## config.mk

```make
export PLATFORM = sky130hd
export DESIGN_NAME = accelbrot_enter_deser
export DESIGN_NICKNAME = d
export VERILOG_FILES = /design/src/rtl/accelbrot_enter_deser.sv
export SDC_FILE = /design/constraint.sdc
export NUM_CORES = 2
export LEC_CHECK = 0
export BUFFER_PORTS_ARGS = -buffer_cell sky130_fd_sc_hd__clkbuf_2
export CORE_MARGIN = 5
export CORE_UTILIZATION = 45
export CTS_CLUSTER_DIAMETER = 50
export CTS_CLUSTER_SIZE = 20
export DETAILED_ROUTE_END_ITERATION = 12
export PLACE_DENSITY = 0.59
export SLEW_MARGIN = 20
export SYNTH_ARGS = -nofsm -noshare
export SYNTH_HDL_FRONTEND = slang
export SYNTH_SLANG_ARGS = --single-unit
```

## constraint.sdc

```tcl
create_clock -name clk -period 37.5 [get_ports clk]
set_input_delay 5.625 -clock clk [delete_from_list [all_inputs] [get_ports clk]]
set_output_delay 5.625 -clock clk [all_outputs]
set_load 0.005 [all_outputs]
```

## src/rtl/accelbrot_enter_deser.sv

```systemverilog
// accelbrot_enter_deser: rebuilds word-serial enter beats into full blocks and queues them first-word-fall-through.
// Define ACCELBROT_ENTER_DESER_CHECK_EN to enable the saturating protocol/overflow error counter on sts_err.
module accelbrot_enter_deser #(
    parameter int NWORDS   = 8,
    parameter int WWIDTH   = 34,
    parameter int PWIDTH   = 12,
    parameter int DEPTH    = 4,
    parameter int BP_SLACK = 1,
    parameter int BWIDTH   = NWORDS * WWIDTH,
    parameter int TWIDTH   = PWIDTH * 2
) (
    input  logic              clk,
    input  logic              rstn,
    input  logic [WWIDTH-1:0] enter_a,
    input  logic [WWIDTH-1:0] enter_b,
    input  logic [TWIDTH-1:0] enter_tag,
    input  logic              enter_start,
    input  logic              enter_valid,
    output logic              enter_bp,
    output logic [BWIDTH-1:0] out_a,
    output logic [BWIDTH-1:0] out_b,
    output logic [TWIDTH-1:0] out_tag,
    output logic              out_valid,
    input  logic              out_ready,
    output logic [31:0]       sts_num_queued,
    output logic [15:0]       sts_err
);

    localparam int CW = (NWORDS > 1) ? $clog2(NWORDS) : 1;
    localparam int PW = (DEPTH > 1) ? $clog2(DEPTH) : 1;
    localparam int NW = $clog2(DEPTH + 1);
    localparam logic [CW-1:0] LAST_WORD = CW'(NWORDS - 1);
    localparam logic [NW-1:0] FULL_CNT  = NW'(DEPTH);
    localparam logic [PW-1:0] LAST_PTR  = PW'(DEPTH - 1);

    localparam logic [1:0] S_IDLE     = 2'd0;
    localparam logic [1:0] S_ASSEMBLE = 2'd1;
    localparam logic [1:0] S_DROP     = 2'd2;

    logic [1:0]        state_q, state_d;
    logic [CW-1:0]     cnt_q, cnt_d;
    logic [BWIDTH-1:0] asmA_q, asmA_d;
    logic [BWIDTH-1:0] asmB_q, asmB_d;
    logic [TWIDTH-1:0] tag_q, tag_d;

    logic [BWIDTH-1:0] memA [DEPTH];
    logic [BWIDTH-1:0] memB [DEPTH];
    logic [TWIDTH-1:0] memTag [DEPTH];
    logic [PW-1:0]     wrPtr_q, rdPtr_q;
    logic [NW-1:0]     count_q, count_d;
    logic              bp_q, bp_d;
    logic [31:0]       stsQueued_q;

    logic              commit;
    logic              pop;
    logic              slotFree;
    logic [BWIDTH-1:0] commitA, commitB;
    logic [TWIDTH-1:0] commitTag;
    logic [31:0]       usedNext;

    // A slot is reserved at the start beat; while assembling, the reservation guarantees count_q < DEPTH.
    assign slotFree = (count_q != FULL_CNT);
    assign pop      = out_valid && out_ready;

    always_comb begin
        state_d   = state_q;
        cnt_d     = cnt_q;
        asmA_d    = asmA_q;
        asmB_d    = asmB_q;
        tag_d     = tag_q;
        commit    = 1'b0;
        commitA   = asmA_q;
        commitB   = asmB_q;
        commitTag = tag_q;
        if (enter_valid) begin
            if (enter_start) begin
                if (!slotFree) begin
                    state_d = (NWORDS == 1) ? S_IDLE : S_DROP;
                    cnt_d   = CW'(1);
                end else if (NWORDS == 1) begin
                    commit    = 1'b1;
                    commitA   = BWIDTH'(enter_a);
                    commitB   = BWIDTH'(enter_b);
                    commitTag = enter_tag;
                    state_d   = S_IDLE;
                end else begin
                    state_d                = S_ASSEMBLE;
                    cnt_d                  = CW'(1);
                    asmA_d                 = '0;
                    asmB_d                 = '0;
                    asmA_d[WWIDTH-1:0]     = enter_a;
                    asmB_d[WWIDTH-1:0]     = enter_b;
                    tag_d                  = enter_tag;
                end
            end else if (state_q == S_ASSEMBLE) begin
                asmA_d[cnt_q*WWIDTH +: WWIDTH] = enter_a;
                asmB_d[cnt_q*WWIDTH +: WWIDTH] = enter_b;
                if (cnt_q == LAST_WORD) begin
                    commit  = 1'b1;
                    commitA = asmA_d;
                    commitB = asmB_d;
                    state_d = S_IDLE;
                    cnt_d   = '0;
                end else begin
                    cnt_d = cnt_q + CW'(1);
                end
            end else if (state_q == S_DROP) begin
                if (cnt_q == LAST_WORD) begin
                    state_d = S_IDLE;
                    cnt_d   = '0;
                end else begin
                    cnt_d = cnt_q + CW'(1);
                end
            end
        end
    end

    // Backpressure looks at next-cycle occupancy plus any reservation held by an assembly in progress.
    always_comb begin
        count_d  = count_q + NW'(commit) - NW'(pop);
        usedNext = 32'(count_d) + ((state_d == S_ASSEMBLE) ? 32'd1 : 32'd0);
        bp_d     = (usedNext + 32'(BP_SLACK)) >= 32'(DEPTH);
    end

    always_ff @(posedge clk) begin
        if (!rstn) begin
            state_q     <= S_IDLE;
            cnt_q       <= '0;
            asmA_q      <= '0;
            asmB_q      <= '0;
            tag_q       <= '0;
            wrPtr_q     <= '0;
            rdPtr_q     <= '0;
            count_q     <= '0;
            bp_q        <= 1'b1;
            stsQueued_q <= '0;
        end else begin
            state_q     <= state_d;
            cnt_q       <= cnt_d;
            asmA_q      <= asmA_d;
            asmB_q      <= asmB_d;
            tag_q       <= tag_d;
            count_q     <= count_d;
            bp_q        <= bp_d;
            stsQueued_q <= 32'(count_q);
            if (commit) begin
                wrPtr_q <= (wrPtr_q == LAST_PTR) ? '0 : wrPtr_q + PW'(1);
            end
            if (pop) begin
                rdPtr_q <= (rdPtr_q == LAST_PTR) ? '0 : rdPtr_q + PW'(1);
            end
        end
    end

    always_ff @(posedge clk) begin
        if (commit) begin
            memA[wrPtr_q]   <= commitA;
            memB[wrPtr_q]   <= commitB;
            memTag[wrPtr_q] <= commitTag;
        end
    end

    assign out_valid      = (count_q != '0);
    assign out_a          = out_valid ? memA[rdPtr_q] : '0;
    assign out_b          = out_valid ? memB[rdPtr_q] : '0;
    assign out_tag        = out_valid ? memTag[rdPtr_q] : '0;
    assign enter_bp       = bp_q;
    assign sts_num_queued = stsQueued_q;

`ifdef ACCELBROT_ENTER_DESER_CHECK_EN
    // At most one error per beat: orphan, mid-block restart, cut-short drop, or overflow.
    logic        errEvent;
    logic [15:0] err_q;

    assign errEvent = enter_valid &&
                      (enter_start ? ((state_q != S_IDLE) || !slotFree) : (state_q == S_IDLE));

    always_ff @(posedge clk) begin
        if (!rstn) begin
            err_q <= '0;
        end else if (errEvent && (err_q != 16'hFFFF)) begin
            err_q <= err_q + 16'd1;
        end
    end

    assign sts_err = err_q;
`else
    assign sts_err = 16'd0;
`endif

endmodule

```

==> flow_summary.json <==
{
  "ys_seq_area_share_pct": 66.8,
  "design_area_um2": 137000,
  "postSynth.asyncResetShare_pct": 0,
  "hold_path_depth": 2,
  "yosysWarnings": 0,
  "final.setup_skew_ns": 0.0805,
  "cp.arrival_ns": 6.25,
  "gp_routability_congestion": 0.989,
  "hold_path_class": "flop to flop",
  "rows": 189,
  "post_synth_main_area_contributors": "edfxtp_1, mux4_2, dfxtp_1",
  "synth_largest_type_area_fraction_pct": 57.0,
  "clock_sinks": 2858,
  "worstPathRequired_ns": 31.87,
  "core_area_um2": 265000,
  "clock_insertion_delay_worst_skew_ns": 0.90,
  "post_synth_most_frequent_cells": "edfxtp_1, nand2_1, o21ai_0",
  "ctsRootBufferMaster": "clkbuf_16",
  "cts_tree": "done",
  "p_leak_nw": 47.7,
  "timing.max_cap.violations": 0,
  "crit_path_max_incr_delay_ns": 1.00,
  "powerDensity_nw_per_um2": 55.5,
  "r2r.worst_path.cells": 9,
  "syn-mean-instance-area_um2": 14.8,
  "initial_utilization_pct": 45.2,
  "wl_um": 389000,
  "drt.antenna.violating_nets": 0,
  "setup_repair_after_global_routing_missed_its_margin": "false",
  "finalHoldViolCount": 0,
  "p_comb_share_pct": 14.9,
  "synth_top_area_cell": "edfxtp_1",
  "cts-buffers-inserted": 296,
  "layout_worst_path_cycle_share_pct": 31.7,
  "timing.max_slew.rel_slack_pct": 14.3,
  "grtUsageTotal_pct": 27.4,
  "timing.critical_path.depth": 7,
  "detailroute.via_count": 75863,
  "crit_slowest_cell": "dfxtp_4",
  "detailedPlacementHpwl_um": 260000,
  "outcome": "complete, no violations",
  "finish.net_count": 8811,
  "max-vdd-ir-drop_mv": 0.0821,
  "die_height_um": 526,
  "globalRouteOverflowTotal": 0,
  "totalNegativeSetupSlack_ns": 0,
  "cts.hold.buffers_added": 0,
  "setup_viol": 0,
  "grt_pass1_wl_um": 552000,
  "routed_wire_length_per_instance_um": 31.1,
  "timing.reg2reg.setup_slack_ns": 31.43,
  "cts_max_path_buffers": 4,
  "synth.lib_cells_used.distinct": 95,
  "grt_max_degree": 210,
  "postCtsSetupRepairBufs": 0,
  "initial_antenna_violation_count": 81,
  "buf_inv_stages_crit_path": 5,
  "cp-end-kind": "output pin",
  "timing.critical_path.cells": "buf_4, buf_4, buf_4, buf_4, mux4_2, and2_1, clkbuf_2",
  "synthesis.area_um2": 120000,
  "port_buffers": 669,
  "synthMostInstantiatedCell": "edfxtp_1",
  "min_period_ns": 11.88,
  "power_switching_share_pct": 27.7,
  "synth_enable_flop_cells": 2272,
  "seq_power_share_pct": 44.7,
  "postCtsResizedCells": 0,
  "grt_pass1_vias": 73919,
  "htreeDepth": 5,
  "ports_placed_on_the_boundary": 715,
  "detailedRoute.firstPassIterationCount": 6,
  "area_delta_synth_final_pct": 14.8,
  "synth.ff_latch_count": 2858,
  "share_clk_of_total_power_pct": 40.4,
  "initialDrtViolationCount": 8960,
  "fmaxAchievable_ghz": 0.0842,
  "die_area_um2": 276000,
  "power.switching_mw": 2.11,
  "drc": 0,
  "timing.critical_path.mode_cell": "buf_4",
  "cp-start-kind": "flop",
  "clkSlewWorstSetupHoldPaths_ns": 0.06,
  "worst_pin_slew_ns": 1.27,
  "placed_area_um2": 127000,
  "worst_path_class_setup": "flop to output pin",
  "final_layout_size_suffix_gt1_share_pct": 25.5,
  "critical_path.top_delay_family": "buffers and inverters",
  "postSynthCellCount": 8113,
  "die_width_um": 526,
  "yosys_most_used_dff": "edfxtp_1",
  "detail_route.vias_per_cell": 6.06,
  "internal-power_mw": 5.52,
  "crit_path_max_fanout": 67,
  "maxSlewViolCount": 0
}
## path summary, 6_finish.rpt
| check | startpoint | to |
|---|---|---|
| setup / recovery | flop | out_a[147] |
| hold / removal | asmB_q[170]$_SDFFE_PN0P_ | asmB_q[170]$_SDFFE_PN0P_ |
| setup reg to reg | cnt_q[1]$_SDFFE_PN0P_ | memB[3][220]$_DFFE_PP_ |
| hold reg to reg | asmB_q[170]$_SDFFE_PN0P_ | asmB_q[170]$_SDFFE_PN0P_ |
## through the flow
stage	power, mW	hold slack (ns)	worst slack (ns)	utilization [%]	cells
4_1_cts	7.70	0.452	24.71	51.8	12470
6_report	7.63	0.447	25.62	51.8	12518
2_1_floorplan	4.12	0.425	16.60	-	8157
5_1_grt	7.91	0.470	24.95	51.8	12481
3_5_place_dp	4.62	0.441	25.63	47.9	11928
3_3_place_gp	4.62	0.433	25.64	47.9	11928
## kinds of logic after synthesis
| kind of cell | count (synthesis) | share of synthesized area [%] |
|---|---|---|
| other | 1 | 0.00313 |
| AND/OR/NAND/NOR | 2094 | 8.30 |
| multiplexers | 877 | 13.9 |
| adder cells (fa/ha/maj) | 19 | 0.205 |
| buffers and inverters | 647 | 2.34 |
| flip-flops | 2858 | 66.8 |
| XOR/XNOR | 6 | 0.0502 |
| AO/OA/AOI/OAI | 1611 | 8.40 |
## cell usage in the layout (no fill, tap or decap), drive strengths merged, types with 15 or more instances in the layout
master	count
nand2	932
mux4	610
nor2	316
clkinvlp	15
a32o	30
o22ai	51
or3	23
nand3	61
o31ai	17
dfxtp	586
nor2b	21
a221oi	18
o211ai	23
o221ai	28
o21ai	735
inv	119
o2bb2ai	30
mux2i	80
a22oi	102
bufinv	21
nor3	45
clkinv	84
edfxtp	2272
conb	45
a211oi	16
clkbuf	1003
a2bb2oi	21
nand2b	16
diode	46
a22o	88
a21o	17
and3	23
o21a	60
ha	18
buf	187
a21oi	254
a31oi	35
mux2	187
and2	613
## power groups by stage
stage | combinational [mW] | clock (mW) | sequential, mW
after detailed placement | 1.14 | 0 | 3.48
after CTS | 1.14 | 3.14 | 3.41
after global routing | 1.21 | 3.28 | 3.41
after global placement | 1.14 | 0 | 3.48
final | 1.14 | 3.08 | 3.41
after floorplan | 0.657 | 0 | 3.47
## cell type report
cell class,count,area [um2]
fill,22127,128000
sequential,2858,80000
multi-input combinational,4652,37600
clock buffer,335,7760
timing repair buffer,855,4880
tap,3533,4420
clock inverter,207,2580
inverter,32,128
antenna,46,115
## layer usage
metal / vias to the layer above / wire [um] / track usage (%)
li1: 32321 / - / -
met1: 39304 / 162000 / 38.9
met2: 3512 / 174000 / 41.3
met3: 682 / 37000 / 6.77
met4: 44 / 16100 / 10.0
met5: - / 256 / 0
## worst register-to-register path, cell delays in order, from the launching register on
cell	delay [ns]
dfxtp_4	0.64
ha_1	0.25
ha_1	0.18
nand2_1	0.10
nor3_4	0.14
and2_4	0.81
buf_4	1.02
buf_4	0.74
buf_4	0.94
buf_4	0.85
## flip-flops by register name (all words and copies together) (netlist names), named ones only
signal          flops
sts_num_queued      3
state_q             2
memA             1088
asmA_q            272
commitTag          24
memB             1088
rdPtr_q             2
count_q             3
asmB_q            272
wrPtr_q             2
cnt_q               3
enter_bp            1
memTag             96
No activity file was read; power rests on OpenSTA's default activity.
